==> src/rtl/instr_seq_pkg.sv <==
// Shared definitions for the MSP430 instruction sequencer:
//   - sequencer state encodings (FETCH is encoding 0)
//   - operand addressing classes produced by instr_seq_opnd_class
//   - MAB source select, PC mux and instruction format codes
//   - small helpers that answer "what does this operand class need"
package instr_seq_pkg;

    typedef enum logic [3:0] {
        ST_FETCH   = 4'd0,
        ST_SRC_EXT = 4'd1,
        ST_SRC_RD  = 4'd2,
        ST_DST_EXT = 4'd3,
        ST_DST_RD  = 4'd4,
        ST_EXEC    = 4'd5,
        ST_DST_WR  = 4'd6,
        ST_HALT    = 4'd7
    } seq_state_e;

    typedef enum logic [2:0] {
        CLS_REG   = 3'd0,
        CLS_CONST = 3'd1,
        CLS_IMM   = 3'd2,
        CLS_IDX   = 3'd3,
        CLS_ABS   = 3'd4,
        CLS_IND   = 3'd5,
        CLS_AINC  = 3'd6
    } opnd_class_e;

    // MAB source select codes
    localparam logic [2:0] MAB_PC   = 3'd0;
    localparam logic [2:0] MAB_CALC = 3'd2;
    localparam logic [2:0] MAB_SOUT = 3'd3;
    localparam logic [2:0] MAB_EA   = 3'd5;

    // PC mux codes
    localparam logic [1:0] MPC_HOLD = 2'd0;
    localparam logic [1:0] MPC_INC  = 2'd1;
    localparam logic [1:0] MPC_OFFS = 2'd3;

    // Instruction formats from instr_dec
    localparam logic [1:0] FMT_I   = 2'd1;
    localparam logic [1:0] FMT_II  = 2'd2;
    localparam logic [1:0] FMT_JMP = 2'd3;

    // Operand is followed by an extension word in the instruction stream.
    function automatic logic cls_needs_ext(input opnd_class_e cls);
        return (cls == CLS_IMM) || (cls == CLS_IDX) || (cls == CLS_ABS);
    endfunction

    // Operand value comes from a data memory read.
    function automatic logic cls_reads_mem(input opnd_class_e cls);
        return (cls == CLS_IDX) || (cls == CLS_ABS) ||
               (cls == CLS_IND) || (cls == CLS_AINC);
    endfunction

    // Extension word supplies an address offset (as opposed to the operand itself).
    function automatic logic cls_uses_calc(input opnd_class_e cls);
        return (cls == CLS_IDX) || (cls == CLS_ABS);
    endfunction

endpackage

==> src/rtl/instr_seq_if.sv <==
// Memory-side handshake and datapath strobe bundle of the sequencer.
//   mem_rdy   : memory access completes this cycle (slave -> master)
//   mab_sel   : MAB source select (0=PC, 2=CALC, 3=Sout, 5=EA latch)
//   mpc       : PC mux (0=hold, 1=PC+2, 3=PC+offset)
//   mem_re    : memory read strobe
//   mem_we    : memory write strobe
//   ir_load   : latch MDB into IR
//   ext_load  : latch extension word
//   opnd_load : latch memory operand
//   ea_load   : latch effective address
// master = sequencer, slave = memory/datapath side.
interface instr_seq_if;

    logic       mem_rdy;
    logic [2:0] mab_sel;
    logic [1:0] mpc;
    logic       mem_re;
    logic       mem_we;
    logic       ir_load;
    logic       ext_load;
    logic       opnd_load;
    logic       ea_load;

    modport master (
        input  mem_rdy,
        output mab_sel, mpc, mem_re, mem_we,
        output ir_load, ext_load, opnd_load, ea_load
    );

    modport slave (
        output mem_rdy,
        input  mab_sel, mpc, mem_re, mem_we,
        input  ir_load, ext_load, opnd_load, ea_load
    );

endinterface

==> src/rtl/instr_seq_opnd_class.sv <==
// Combinational operand addressing classifier.
//   fmt  : instruction format (1=I, 2=II, 3=jump)
//   as   : source addressing mode
//   sreg : source register field (operand register for format I)
//   dreg : destination register field (operand register for format II)
//   cls  : REG / CONST / IMM / IDX / ABS / IND / AINC
// R2 and R3 double as constant generators, which is why they are
// checked before the generic register-mode decode.
module instr_seq_opnd_class
    import instr_seq_pkg::*;
(
    input  logic [1:0]  fmt,
    input  logic [1:0]  as,
    input  logic [3:0]  sreg,
    input  logic [3:0]  dreg,
    output opnd_class_e cls
);

    logic [3:0] opr;

    assign opr = (fmt == FMT_I) ? sreg : dreg;

    always_comb begin
        cls = CLS_REG;
        if ((opr == 4'd3) || ((opr == 4'd2) && as[1])) begin
            cls = CLS_CONST;
        end else if ((opr == 4'd2) && (as == 2'b01)) begin
            cls = CLS_ABS;
        end else if ((opr == 4'd0) && (as == 2'b11)) begin
            cls = CLS_IMM;
        end else begin
            case (as)
                2'b01:   cls = CLS_IDX;
                2'b10:   cls = CLS_IND;
                2'b11:   cls = CLS_AINC;
                default: cls = CLS_REG;
            endcase
        end
    end

endmodule

==> src/rtl/instr_seq.sv <==
// Multi-cycle MSP430 instruction sequencer between instr_dec and the
// datapath muxes. Walks an instruction through fetch, source extension,
// source read, destination extension, destination read, execute and
// memory write-back, stalling every memory state on mem_rdy.
//   clk, rst    : core clock, synchronous active-high reset
//   bus         : memory handshake / datapath strobes (instr_seq_if.master)
//   fmt, as, ad : format, source mode, destination mode from instr_dec
//   sreg, dreg  : register fields
//   bw          : byte op (consumed by the datapath, not by sequencing)
//   wb          : op writes its result
//   illegal     : decoder found no valid op
//   cond_true   : jump condition satisfied
//   state       : current state
//   reg_we      : register file write
//   autoinc_we  : write Rn+1/+2
//   exec_en     : ALU result and SR update valid
//   halted      : in HALT
module instr_seq
    import instr_seq_pkg::*;
#(
    parameter bit HALT_ON_ILLEGAL = 1'b1
) (
    input  logic        clk,
    input  logic        rst,
    instr_seq_if.master bus,
    input  logic [1:0]  fmt,
    input  logic [1:0]  as,
    input  logic        ad,
    input  logic [3:0]  sreg,
    input  logic [3:0]  dreg,
    input  logic        bw,
    input  logic        wb,
    input  logic        illegal,
    input  logic        cond_true,
    output logic [3:0]  state,
    output logic        reg_we,
    output logic        autoinc_we,
    output logic        exec_en,
    output logic        halted
);

    seq_state_e  state_q;
    seq_state_e  state_d;
    seq_state_e  dst_path;
    opnd_class_e cls;
    logic        mem_dst;
    logic        unused_bw;

    assign unused_bw = bw;

    instr_seq_opnd_class u_opnd_class (
        .fmt  (fmt),
        .as   (as),
        .sreg (sreg),
        .dreg (dreg),
        .cls  (cls)
    );

    // After the source phase: format I with memory destination fetches it.
    assign dst_path = ((fmt == FMT_I) && ad) ? ST_DST_EXT : ST_EXEC;

    // Result goes back to memory: indexed destination (format I) or the
    // single operand of format II when it lives in memory.
    assign mem_dst = ((fmt == FMT_I) && ad) ||
                     ((fmt == FMT_II) && cls_reads_mem(cls));

    always_ff @(posedge clk) begin
        if (rst) begin
            state_q <= ST_FETCH;
        end else begin
            state_q <= state_d;
        end
    end

    // Reset is also applied here so that strobes are quiet during the reset
    // cycle itself, not only after the state register has been cleared.
    always_comb begin
        state_d       = state_q;
        bus.mab_sel   = MAB_PC;
        bus.mpc       = MPC_HOLD;
        bus.mem_re    = 1'b0;
        bus.mem_we    = 1'b0;
        bus.ir_load   = 1'b0;
        bus.ext_load  = 1'b0;
        bus.opnd_load = 1'b0;
        bus.ea_load   = 1'b0;
        reg_we        = 1'b0;
        autoinc_we    = 1'b0;
        exec_en       = 1'b0;
        halted        = 1'b0;

        if (rst) begin
            state_d = ST_FETCH;
        end else begin
            case (state_q)
                ST_FETCH: begin
                    bus.mem_re = 1'b1;
                    if (bus.mem_rdy) begin
                        bus.ir_load = 1'b1;
                        bus.mpc     = MPC_INC;
                        if (fmt == FMT_JMP) begin
                            state_d = ST_EXEC;
                        end else if (illegal) begin
                            state_d = HALT_ON_ILLEGAL ? ST_HALT : ST_FETCH;
                        end else if (cls_needs_ext(cls)) begin
                            state_d = ST_SRC_EXT;
                        end else if (cls_reads_mem(cls)) begin
                            state_d = ST_SRC_RD;
                        end else begin
                            state_d = dst_path;
                        end
                    end
                end

                ST_SRC_EXT: begin
                    bus.mem_re = 1'b1;
                    if (bus.mem_rdy) begin
                        bus.ext_load = 1'b1;
                        bus.mpc      = MPC_INC;
                        state_d      = cls_uses_calc(cls) ? ST_SRC_RD : dst_path;
                    end
                end

                ST_SRC_RD: begin
                    bus.mem_re  = 1'b1;
                    bus.mab_sel = cls_uses_calc(cls) ? MAB_CALC : MAB_SOUT;
                    if (bus.mem_rdy) begin
                        bus.opnd_load = 1'b1;
                        bus.ea_load   = 1'b1;
                        autoinc_we    = (cls == CLS_AINC);
                        state_d       = dst_path;
                    end
                end

                ST_DST_EXT: begin
                    bus.mem_re = 1'b1;
                    if (bus.mem_rdy) begin
                        bus.ext_load = 1'b1;
                        bus.mpc      = MPC_INC;
                        state_d      = ST_DST_RD;
                    end
                end

                ST_DST_RD: begin
                    bus.mem_re  = 1'b1;
                    bus.mab_sel = MAB_CALC;
                    if (bus.mem_rdy) begin
                        bus.opnd_load = 1'b1;
                        bus.ea_load   = 1'b1;
                        state_d       = ST_EXEC;
                    end
                end

                ST_EXEC: begin
                    exec_en = 1'b1;
                    if ((fmt == FMT_JMP) && cond_true) begin
                        bus.mpc = MPC_OFFS;
                    end
                    if (wb && mem_dst) begin
                        state_d = ST_DST_WR;
                    end else begin
                        reg_we  = wb;
                        state_d = ST_FETCH;
                    end
                end

                ST_DST_WR: begin
                    bus.mem_we  = 1'b1;
                    bus.mab_sel = MAB_EA;
                    if (bus.mem_rdy) begin
                        state_d = ST_FETCH;
                    end
                end

                ST_HALT: begin
                    halted = 1'b1;
                end

                default: begin
                    state_d = ST_FETCH;
                end
            endcase
        end
    end

    assign state = rst ? ST_FETCH : state_q;

endmodule
==> src/flat_wrapper.sv <==
// flat-port wrapper written by rule: the top's interface ports become plain ports
module instr_seq_flat import instr_seq_pkg::*;
#(
    parameter bit HALT_ON_ILLEGAL = 1'b1
)
  (clk, rst, fmt, as, ad, sreg, dreg, bw, wb, illegal, cond_true, state, reg_we, autoinc_we, exec_en, halted, bus_mem_rdy, bus_mab_sel, bus_mpc, bus_mem_re, bus_mem_we, bus_ir_load, bus_ext_load, bus_opnd_load, bus_ea_load);
  instr_seq_if bus_i ();
  input  logic clk;
  input  logic rst;
  input  logic [1:0] fmt;
  input  logic [1:0] as;
  input  logic ad;
  input  logic [3:0] sreg;
  input  logic [3:0] dreg;
  input  logic bw;
  input  logic wb;
  input  logic illegal;
  input  logic cond_true;
  output logic [3:0] state;
  output logic reg_we;
  output logic autoinc_we;
  output logic exec_en;
  output logic halted;
  input wire logic [$bits(bus_i.mem_rdy)-1:0] bus_mem_rdy;
  output wire logic [$bits(bus_i.mab_sel)-1:0] bus_mab_sel;
  output wire logic [$bits(bus_i.mpc)-1:0] bus_mpc;
  output wire logic [$bits(bus_i.mem_re)-1:0] bus_mem_re;
  output wire logic [$bits(bus_i.mem_we)-1:0] bus_mem_we;
  output wire logic [$bits(bus_i.ir_load)-1:0] bus_ir_load;
  output wire logic [$bits(bus_i.ext_load)-1:0] bus_ext_load;
  output wire logic [$bits(bus_i.opnd_load)-1:0] bus_opnd_load;
  output wire logic [$bits(bus_i.ea_load)-1:0] bus_ea_load;
  assign bus_i.mem_rdy = bus_mem_rdy;
  assign bus_mab_sel = bus_i.mab_sel;
  assign bus_mpc = bus_i.mpc;
  assign bus_mem_re = bus_i.mem_re;
  assign bus_mem_we = bus_i.mem_we;
  assign bus_ir_load = bus_i.ir_load;
  assign bus_ext_load = bus_i.ext_load;
  assign bus_opnd_load = bus_i.opnd_load;
  assign bus_ea_load = bus_i.ea_load;
  instr_seq #(.HALT_ON_ILLEGAL(HALT_ON_ILLEGAL)) u_core (.clk(clk), .rst(rst), .bus(bus_i), .fmt(fmt), .as(as), .ad(ad), .sreg(sreg), .dreg(dreg), .bw(bw), .wb(wb), .illegal(illegal), .cond_true(cond_true), .state(state), .reg_we(reg_we), .autoinc_we(autoinc_we), .exec_en(exec_en), .halted(halted));
endmodule
==> config.mk <==
export PLATFORM = sky130hd
export DESIGN_NAME = instr_seq_flat
export DESIGN_NICKNAME = d
export VERILOG_FILES = /design/src/rtl/instr_seq_pkg.sv /design/src/rtl/instr_seq_if.sv /design/src/rtl/instr_seq_opnd_class.sv /design/src/rtl/instr_seq.sv /design/src/flat_wrapper.sv
export SDC_FILE = /design/constraint.sdc
export NUM_CORES = 1
export LEC_CHECK = 0
export ABC_AREA = 1
export CORE_MARGIN = 2
export CORE_UTILIZATION = 42
export CTS_CLUSTER_DIAMETER = 40
export CTS_CLUSTER_SIZE = 30
export DETAILED_ROUTE_END_ITERATION = 8
export HOLD_SLACK_MARGIN = 0.08
export MAX_ROUTING_LAYER = met4
export PLACE_DENSITY = 0.81
export SLEW_MARGIN = 0
export SYNTH_ARGS = -nofsm -noshare
export SYNTH_HDL_FRONTEND = slang
export SYNTH_SLANG_ARGS = --single-unit
==> constraint.sdc <==
create_clock -name clk -period 2.45 [get_ports clk]
set_input_delay 0.49 -clock clk [delete_from_list [all_inputs] [get_ports clk]]
set_output_delay 0.49 -clock clk [all_outputs]
set_load 0.05 [all_outputs]
==> results of run 1 <==
-- stage by stage --
| step | utilization [%] | hold slack [ns] | total power [mW] | setup TNS [ns] |
|---|---|---|---|---|
| after CTS | 88.8 | 0.660 | 0.821 | 0 |
| final | 92.2 | 0.660 | 0.892 | -0.415 |
| after floorplan | - | 0.600 | 0.436 | 0 |
| after global routing | 92.2 | 0.723 | 0.932 | -0.651 |
| after detailed placement | 80.5 | 0.659 | 0.694 | -1.96 |
| after global placement | 80.5 | 0.637 | 0.675 | -1.27 |
-- per-layer routing --
layer	global-route usage (%)	vias up	wire [µm]
li1	-	651	-
met1	35.0	664	1530
met2	57.6	127	2240
met3	6.67	46	436
met4	13.4	0	346
met5	-	-	0
-- logic make-up (layout without fill, tap and decap cells) --
kind of cell	after synthesis	in the layout	synth area share, %
other	1	1	0.429
buffers and inverters	31	96	14.2
AOI/OAI and AO/OA	16	16	12.2
DFF	3	3	6.88
and+or+nand+nor	111	111	60.6
adders and majority gates	4	4	5.73
-- final cells by class --
class	instances	share of cell area [%]
Clock buffer	4	1.45
Inverter	28	5.95
Multi-Input combinational cell	132	46.9
Sequential cell	3	3.32
Tap cell	27	1.87
Timing Repair Buffer	64	40.5
-- report_power, final --
part           total, mW  switching, mW  internal (mW)
clock network      0.100         0.0383         0.0618
logic              0.705          0.424          0.281
registers         0.0864         0.0221         0.0643
-- path summary, 6_finish.rpt --
| check | end | slack, ns |
|---|---|---|
| max reg2reg | u_core.state_q[2] | 0.83 |
| min reg2reg | u_core.state_q[1] | 0.66 |
| max | reg_we | -0.17 |
| min | u_core.state_q[1] | 0.66 |
-- cells in the mapped netlist (2+ instances only) --
cell      instances
inv_1            27
buf_4             2
nand2_2           8
nand4_1           2
nand2_4           2
nor2_4            3
a21boi_2          2
ha_1              4
nand2_1          51
nand3_2           2
nand3_1          11
dfxtp_1           3
a21oi_1           4
nor3_1            4
o21ai_0           3
nor2_1           25
-- tightest hold or removal path, cell delays in order, from the launching register on --
cell     delay [ns]
dfxtp_1        0.33
nand2_1        0.11
nand2_1        0.07
nand2_1        0.06
nand2_1        0.05
-- what timing repair did --
item                                    4_1_cts  5_1_grt
resized for setup                            72        8
buffers inserted                              6        4
pin swaps                                    24        8
endpoints found under the setup margin        3        5
==> impl_summary.log, run 1 <==
[metrics] ant diodes: 0
[metrics] final cycle utilization of the critical path: 107%
[metrics] Cell Rows: 16
[metrics] WP data required: approximately 2.0 ns
[metrics] total iterations of the first detailed-routing run: 5
[metrics] Worst-Margin Slew: ~0.5 ns
[metrics] Yosys warning total: 0
[metrics] Initial Utilization: around 45%
[metrics] CP max FO: 5
[metrics] number of placed I/O pins: 39
[metrics] Layout Skew: approximately 0.014 ns
[metrics] H-tree Lvls: 1
[metrics] all-layer global routing usage: roughly 32%
[metrics] headroom to the max-slew limit: 66.8%
[metrics] proportion of netlist area held by the largest area contributor: a little over a fifth
[metrics] largest reg by FF count: u_core.state_q
[metrics] Die Height: 49.6 µm
[metrics] Final ANT Viol Nets: 0
[metrics] flip-flop count of the largest register after layout: 3
[metrics] Avg Cell Area, Syn: roughly 5.3 µm²
[metrics] area occupied by multi-input gates: about 850 µm²
[metrics] Critical-path top delay cell: nor2_4
[metrics] violated checks: setup timing
[metrics] fin nets: approximately 260
[metrics] ratio of total power to cell area: around 500 mW/mm²
[metrics] startpoint class of the critical path: primary input
[metrics] area of all placed cells without fillers: ~0.0018 mm²
[metrics] top library cells by usage in the layout, fill and taps aside: nand2_1, buf_4, inv_1
[metrics] fraction of the yosys area taken by sequential cells: between 6 and 7%
[metrics] detailed-route vias per instance: around 5.8
[metrics] Die ar.: roughly 0.0025 mm²
[metrics] final hold vios: 0
[metrics] via count of the first global-routing pass: between 1000 and 1500
[metrics] width of the chip: 49.6 µm
[metrics] sinks on the clock net: 3
[metrics] number of stages on the worst setup path: 13
[metrics] total setup violations reported at the end of the flow: 3
[metrics] CTS clock-pin slew for the worst setup and hold paths: 0.05 ns
[metrics] initial antenna violation count: 0
[metrics] Final Max Tran Viols: 0
[metrics] source of the worst register-to-register timing path: u_core.state_q[2]
[metrics] residual overflow from global routing: 0
[metrics] nets in the synthesized netlist: 190
[metrics] Pleak: around 0.94 nW
[metrics] registers with the most flip-flops: u_core.state_q: 3 flops
[metrics] path type of the worst min-delay path: flip-flop to flip-flop
[metrics] post-synthesis register bit count: 3
[metrics] first-pass GRT wire length: ~6000 µm
[metrics] number of hold-repair buffers added at the cts stage: 0
[metrics] Detailed Route WL: between 4000 and 5000 µm
[metrics] critical path arrival: ~2.1 ns
[metrics] cell seen most often among critical-path stages: nand2_4
[metrics] Clock Latency Late Sink: approximately 0.25 ns
[metrics] library cell with the largest summed area after synthesis: nand2_1
[metrics] CTS Buf Count: 3
[metrics] Placed Cells: 244
[metrics] maximum number of pins on one net before global-route repair: 13
[metrics] Cell variety after synth: 29
[metrics] Placed Area: between 0.0015 and 0.002 mm²
[metrics] count of fill cells added during filler insertion: 81
[metrics] share of flip-flops with an asynchronous set or reset after synthesis: 0%
[metrics] HPWL after DPL: about 2500 µm
[metrics] endpoint class of the critical path: output port
[metrics] Max Cap Violations: 0
[metrics] setup slack at placement: -0.549 ns
[metrics] run status: finished, violations left
[metrics] worst-case reg-to-reg path depth: 8
[metrics] launch instance of the worst min-delay path: u_core.state_q[0]
[metrics] buffer depth of the longest clock path: 2
[metrics] Sequential Area: between 60 and 70 µm²
[metrics] most frequent standard cell in the layout excluding fill and tap cells: nand2_1
[metrics] area inside the core boundary: 0.00196 mm²
[metrics] post-route DRC violation count: 0
[metrics] via count: around 1500
[metrics] delay of the slowest cell on the worst path: approximately 0.22 ns
[metrics] placer's final routability congestion estimate: between 0.8 and 0.9
[metrics] TritonCTS clock tree: yes
[metrics] Synth Instances: around 170
[metrics] Non-Filler Instances: approximately 260
[metrics] clock root buffer master: clkbuf_4
[metrics] IR drop worst, VDD: between 0.0005 and 0.0006 V
[metrics] achievable frequency: between 0.3 and 0.4 GHz
[metrics] number of port buffers: 36
[metrics] Final WS setup: -0.171 ns
[metrics] Routed wire per std cell: approximately 18 µm
[metrics] family with the most delay on the worst path: simple AND/OR/NAND/NOR gates
[metrics] worst hold path cell count: 4
[metrics] most common flop cell mapped by yosys: dfxtp_1
[metrics] final worst path period need: roughly 2.6 ns
[metrics] critical path class: primary input to output port
[metrics] cells along the critical path: buf_8, inv_4, nand2_4, nand2_2, nand2_2, nor2_4, nand2_4, a21oi_4, nand4_1, nand3_4, nand2_4, and3_4, buf_12
[metrics] violation count after the first detailed-route iteration: between 100 and 150
[metrics] crit path from: fmt[1]
[metrics] setup repair after global routing missed its margin: true
[metrics] EDFF count, synth: 0
[metrics] top cells by area, synth: nand2_1, inv_1, nor2_1
[metrics] Crit path buffers/inverters: 3
[metrics] ratio of cells with drive above 1 in the final layout: 42.9%
[metrics] post-synth design cell area: a little under 900 µm²
[metrics] area growth from synthesis to final layout: 107%
No activity file was read; power rests on OpenSTA's default activity.
==> run 2, diff against run 1 <==
--- a/config.mk
+++ b/config.mk
@@ -5,15 +5,13 @@
 export SDC_FILE = /design/constraint.sdc
 export NUM_CORES = 1
 export LEC_CHECK = 0
-export ABC_AREA = 1
 export CORE_MARGIN = 2
-export CORE_UTILIZATION = 42
-export CTS_CLUSTER_DIAMETER = 40
+export CORE_UTILIZATION = 44
 export CTS_CLUSTER_SIZE = 30
 export DETAILED_ROUTE_END_ITERATION = 8
 export HOLD_SLACK_MARGIN = 0.08
 export MAX_ROUTING_LAYER = met4
-export PLACE_DENSITY = 0.81
+export PLACE_DENSITY = 0.8
 export SLEW_MARGIN = 0
 export SYNTH_ARGS = -nofsm -noshare
 export SYNTH_HDL_FRONTEND = slang
==> run 2 against run 1 <==
Against the previous run:
- the flow now stops in clock tree synthesis
- synthesized cell count fell by 11%
- area after synthesis rose by 17%
==> impl_summary.log, run 2 <==
[metrics] run status: aborted with a tool error (was finished, violations left)
[metrics] Failed at: clock tree synthesis
[metrics] run-stopping error: [ERROR DPL-0038] Utilization greater than 100%, impossible to legalize
[metrics] number of placed I/O pins: 39 (unchanged)
[metrics] combinational family with the most area after synthesis: simple AND/OR/NAND/NOR gates (unchanged)
[metrics] number of hold-repair buffers added at the cts stage: 0 (unchanged)
[metrics] Simple-Gate Fraction of Synth Area: 44.3% (was 60.6%)
[metrics] fraction of the yosys area taken by sequential cells: 5.89% (was 6.88%)
[metrics] width of the chip: 52.1 µm (was 49.6 µm)
[metrics] Cell variety after synth: 57 (was 29)
[metrics] Post-CTS Setup Repair Bufs: 14 (was 6)
[metrics] EDFF count, synth: 0 (unchanged)
[metrics] HPWL after DPL: 3250 µm (was 2490 µm)
[metrics] CTS Buf Count: 3 (unchanged)
[metrics] multiplexer share of the synthesized area: 1.96% (was 0%)
[metrics] post-synth design cell area: 0.00102 mm² (was 873 µm²)
[metrics] Cell Rows: 17 (was 16)
[metrics] buffer depth of the longest clock path: 2 (unchanged)
[metrics] proportion of netlist area held by the largest area contributor: 6.63% (was 21.9%)
[metrics] Synth Instances: 148 (was 166)
[metrics] most common flop cell mapped by yosys: dfxtp_1 (unchanged)
[metrics] top cells by area, synth: nor2_1, a21oi_1, dfxtp_1 (was nand2_1, inv_1, nor2_1)
[metrics] most numerous cell in the Yosys netlist: nor2_1 (was nand2_1)
[metrics] H-tree Lvls: 1 (unchanged)
[metrics] Yosys warning total: 0 (unchanged)
[metrics] clock root buffer master: clkbuf_4 (unchanged)
[metrics] post-synthesis register bit count: 3 (unchanged)
[metrics] share of the synthesized area in compound gates (AO/OA/AOI/OAI): 29.1% (was 12.2%)
[metrics] setup slack at placement: -0.759 ns (was -0.549 ns)
[metrics] number of port buffers: 36 (unchanged)
[metrics] Synth Area in XOR/XNOR: 1.72% (was 0%)
[metrics] Resized Gates After CTS: 79 (was 72)
[metrics] nets in the synthesized netlist: 172 (was 190)
[metrics] Avg Cell Area, Syn: 6.89 µm² (was 5.26 µm²)
[metrics] Die Height: 52.1 µm (was 49.6 µm)
[metrics] Initial Utilization: 46.1% (was 44.5%)
[metrics] share of flip-flops with an asynchronous set or reset after synthesis: 0% (unchanged)
[metrics] library cell with the largest summed area after synthesis: nor2_1 (was nand2_1)
[metrics] share of synthesized cell area in full adder, half adder and majority cells: 4.91% (was 5.73%)
[metrics] Post-synth top cells: nor2_1, a21oi_1, nand2_1, nor3_1, inv_1 (was nand2_1, inv_1, nor2_1)
[metrics] placer's final routability congestion estimate: 0.975 (was 0.863)
[metrics] sinks on the clock net: 3 (unchanged)
[run 2: changes by cell type after synthesis, moves of 5 or more]
cell | previous run | this run
a21oi_1 | 4 | 12
inv_1 | 27 | 8
nand2_1 | 51 | 9
nand2_2 | 8 | 0
nand3_1 | 11 | 3
nor2_1 | 25 | 18
nor2b_1 | 0 | 6
nor3_1 | 4 | 9
[run 2: cell families after synthesis]
group / count (synthesis)
other: 1
muxes: 2
xor gates and xnor gates: 2
adders and majority gates: 4
AOI/OAI and AO/OA: 39
DFF: 3
buffers and inverters: 19
and+or+nand+nor: 78
[run 2: per-stage QoR]
stage / hold WS (ns) / utilization (%) / TNS [ns] / std cells / instance area [µm²]
after floorplan: 0.655 / - / -0.0369 / 148 / 1100
after global placement: 0.743 / 85.6 / -2.80 / 244 / 1890
after detailed placement: 0.748 / 85.6 / -3.25 / 244 / 1890
==> run 3, diff against run 2 <==
--- a/config.mk
+++ b/config.mk
@@ -5,13 +5,10 @@
 export SDC_FILE = /design/constraint.sdc
 export NUM_CORES = 1
 export LEC_CHECK = 0
-export CORE_MARGIN = 2
-export CORE_UTILIZATION = 44
-export CTS_CLUSTER_SIZE = 30
+export CORE_AREA = 2 2 63 65
 export DETAILED_ROUTE_END_ITERATION = 8
-export HOLD_SLACK_MARGIN = 0.08
-export MAX_ROUTING_LAYER = met4
-export PLACE_DENSITY = 0.8
+export DIE_AREA = 0 0 65 67
+export PLACE_DENSITY_LB_ADDON = 0.15
 export SLEW_MARGIN = 0
 export SYNTH_ARGS = -nofsm -noshare
 export SYNTH_HDL_FRONTEND = slang
==> run 3 against run 2 <==
Against the previous run:
- the flow now finishes, with violations (setup timing)
- synthesized cell count stayed put
- area after synthesis stayed put
==> impl_summary.log, run 3 <==
[metrics] Clock Latency Late Sink: ~0.22 ns
[metrics] TritonCTS clock tree: yes
[metrics] width of the chip: 65 µm (was 52.1 µm)
[metrics] first-pass GRT wire length: 7310 µm
[metrics] achievable frequency: 0.387 GHz
[metrics] worst-case reg-to-reg path depth: 5
[metrics] buffer depth of the longest clock path: 2 (unchanged)
[metrics] final cycle utilization of the critical path: 105%
[metrics] Detailed Route WL: ~4400 µm
[metrics] Final Max Tran Viols: 0
[metrics] source of the worst register-to-register timing path: u_core.state_q[1]
[metrics] violation count after the first detailed-route iteration: 30
[metrics] total setup violations reported at the end of the flow: 3
[metrics] nets in the synthesized netlist: 172 (unchanged)
[metrics] CTS clock-pin slew for the worst setup and hold paths: 0.03 ns
[metrics] area growth from synthesis to final layout: 130%
[metrics] Max Cap Violations: 0
[metrics] number of placed I/O pins: 39 (unchanged)
[metrics] number of port buffers: 36 (unchanged)
[metrics] Final WS setup: -0.134 ns
[metrics] clock root buffer master: clkbuf_8 (was clkbuf_4)
[metrics] ant diodes: 0
[metrics] most numerous cell in the Yosys netlist: nor2_1 (unchanged)
[metrics] Worst-Margin Slew: around 0.50 ns
[metrics] post-route DRC violation count: 0
[metrics] Die ar.: 0.00436 mm²
[metrics] critical path arrival: 2.09 ns
[metrics] proportion of netlist area held by the largest area contributor: 6.63% (unchanged)
[metrics] library cell with the largest summed area after synthesis: nor2_1 (unchanged)
[metrics] Cell variety after synth: 57 (unchanged)
[metrics] setup slack at placement: -0.787 ns (was -0.759 ns)
[metrics] critical path class: primary input to output port
[metrics] H-tree Lvls: 1 (unchanged)
[metrics] post-synthesis register bit count: 3 (unchanged)
[metrics] final hold vios: 0
[metrics] Initial Utilization: 28.3% (was 46.1%)
[metrics] WP data required: 1.96 ns
[metrics] Avg Cell Area, Syn: 6.89 µm² (unchanged)
[metrics] top library cells by usage in the layout, fill and taps aside: buf_4, buf_12, nor2_1
[metrics] top cells by area, synth: nor2_1, a21oi_1, dfxtp_1 (unchanged)
[metrics] initial antenna violation count: 0
[metrics] share of flip-flops with an asynchronous set or reset after synthesis: 0% (unchanged)
[metrics] Final Total Pwr: ~1.3 mW
[metrics] Min-Delay Endpoint: u_core.state_q[0]
[metrics] most frequent standard cell in the layout excluding fill and tap cells: buf_4
[metrics] number of hold-repair buffers added at the cts stage: 0 (unchanged)
[metrics] fraction of the yosys area taken by sequential cells: 5.89% (unchanged)
[metrics] fin nets: 267
[metrics] EDFF count, synth: 0 (unchanged)
[metrics] ratio of cells with drive above 1 in the final layout: between 50% and 60%
[metrics] CP max FO: 3
[metrics] endpoint class of the critical path: output port
[metrics] Pleak: approximately 0.98 nW
[metrics] residual overflow from global routing: 0
[metrics] via count: approximately 1500
[metrics] via count of the first global-routing pass: approximately 1600
[metrics] Cell Rows: 22 (was 17)
[metrics] CTS Buf Count: 3 (unchanged)
[metrics] Die Height: 67 µm (was 52.1 µm)
[metrics] WHS: 0.815 ns
[metrics] area inside the core boundary: between 0.003 and 0.004 mm²
[metrics] flip-flop count of the largest register after layout: 3
[metrics] path type of the worst min-delay path: flip-flop to flip-flop
[metrics] Routed wire per std cell: roughly 15 µm
[metrics] Final ANT Viol Nets: 0
[metrics] total iterations of the first detailed-routing run: 4
[metrics] Yosys warning total: 0 (unchanged)
[metrics] launch instance of the worst min-delay path: u_core.state_q[2]
[metrics] run status: finished, violations left (was aborted with a tool error)
[metrics] maximum number of pins on one net before global-route repair: 18
[metrics] most common flop cell mapped by yosys: dfxtp_1 (unchanged)
[metrics] post-synth design cell area: 0.00102 mm² (unchanged)
[metrics] Reg2Reg Setup Slack: roughly 0.8 ns
[metrics] IR drop worst, VDD: ~0.00043 V
[metrics] registers with the most flip-flops: u_core.state_q: 3 flops
[metrics] headroom to the max-slew limit: between 60 and 70%
[metrics] detailed-route vias per instance: around 5.2
[metrics] worst hold path cell count: 3
[metrics] violated checks: setup timing
[metrics] count of fill cells added during filler insertion: 306
[metrics] all-layer global routing usage: a little over a fifth
[metrics] HPWL after DPL: 3110 µm (was 3250 µm)
[metrics] endpoint of the worst-slack reg-to-reg timing path: u_core.state_q[2]
[metrics] Post-synth top cells: nor2_1, a21oi_1, nand2_1, nor3_1, inv_1 (unchanged)
[metrics] ratio of total power to cell area: ~540 mW/mm²
[metrics] placer's final routability congestion estimate: 0.851 (was 0.975)
[metrics] largest reg by FF count: u_core.state_q
[metrics] final worst path period need: 2.58 ns
[metrics] Synth Instances: 148 (unchanged)
[metrics] sinks on the clock net: 3 (unchanged)
[metrics] Layout Skew: about 0.0041 ns
[metrics] setup repair after global routing missed its margin: true
[metrics] startpoint class of the critical path: primary input
## run 3: cell counts after synthesis
No cell type changed its count.
## run 3: cell type report
cell class	instances	area [µm²]	share of cell area [%]
Clock buffer	4	45.0	1.92
Inverter	8	32.5	1.39
Multi-Input combinational cell	126	1110	47.3
Sequential cell	3	60.1	2.56
Tap cell	48	60.1	2.56
Timing Repair Buffer	101	1040	44.2
## run 3: worst max-delay path: stages
cell and delay [ns]:
buf_6 0.09, buf_6 0.11, ha_4 0.16, buf_6 0.12, nand4_1 0.15, o211ai_1 0.14
buf_4 0.16, nor3b_4 0.15, o31ai_4 0.27, a21oi_4 0.09, buf_12 0.16
## run 3: power by group
group | internal (mW) | switching [mW]
registers | 0.0697 | 0.0198
logic | 0.468 | 0.547
clock network | 0.111 | 0.0382
## run 3: per-layer routing
layer	track usage, %	part of all wire, %
met1	26.3	42
met2	38.5	52
met4	7.71	2.6
met5	0	0
met3	3.04	3.8
## run 3: logic make-up after synthesis
| family | after synthesis | share of synthesized area, % |
|---|---|---|
| and+or+nand+nor | 78 | 44.3 |
| other | 1 | 0.368 |
| AOI/OAI and AO/OA | 39 | 29.1 |
| buffers and inverters | 19 | 11.8 |
| xor gates and xnor gates | 2 | 1.72 |
| DFF | 3 | 5.89 |
| muxes | 2 | 1.96 |
| adders and majority gates | 4 | 4.91 |
## run 3: how the worst max path moves through the flow
stage                 start          to  slack (ns)
detailed placement   fmt[1]  autoinc_we       -0.79
global route        sreg[2]      reg_we       -0.22
CTS                 sreg[1]  autoinc_we       -0.17
global placement     fmt[1]  autoinc_we       -0.74
finish                as[0]      reg_we       -0.13
floorplan            fmt[1]  autoinc_we       -0.04
## run 3: timing repair
action / in CTS / in global routing
endpoints found under the setup margin: 6 / 6
pin swaps: 25 / 18
gates cloned: 0 / 0
buffers inserted: 15 / 5
hold endpoints to repair: 0 / 0
gates resized for setup: 77 / 15
## run 3: metrics by stage
step / cell area (µm²) / cells / TNS, ns / utilization (%)
2_1_floorplan: 1100 / 148 / -0.0369 / -
3_3_place_gp: 1940 / 267 / -3.12 / 53.8
3_5_place_dp: 1940 / 267 / -3.32 / 53.8
4_1_cts: 2260 / 286 / -0.382 / 62.6
5_1_grt: 2340 / 290 / -0.589 / 65.0
6_report: 2340 / 290 / -0.328 / 65.0
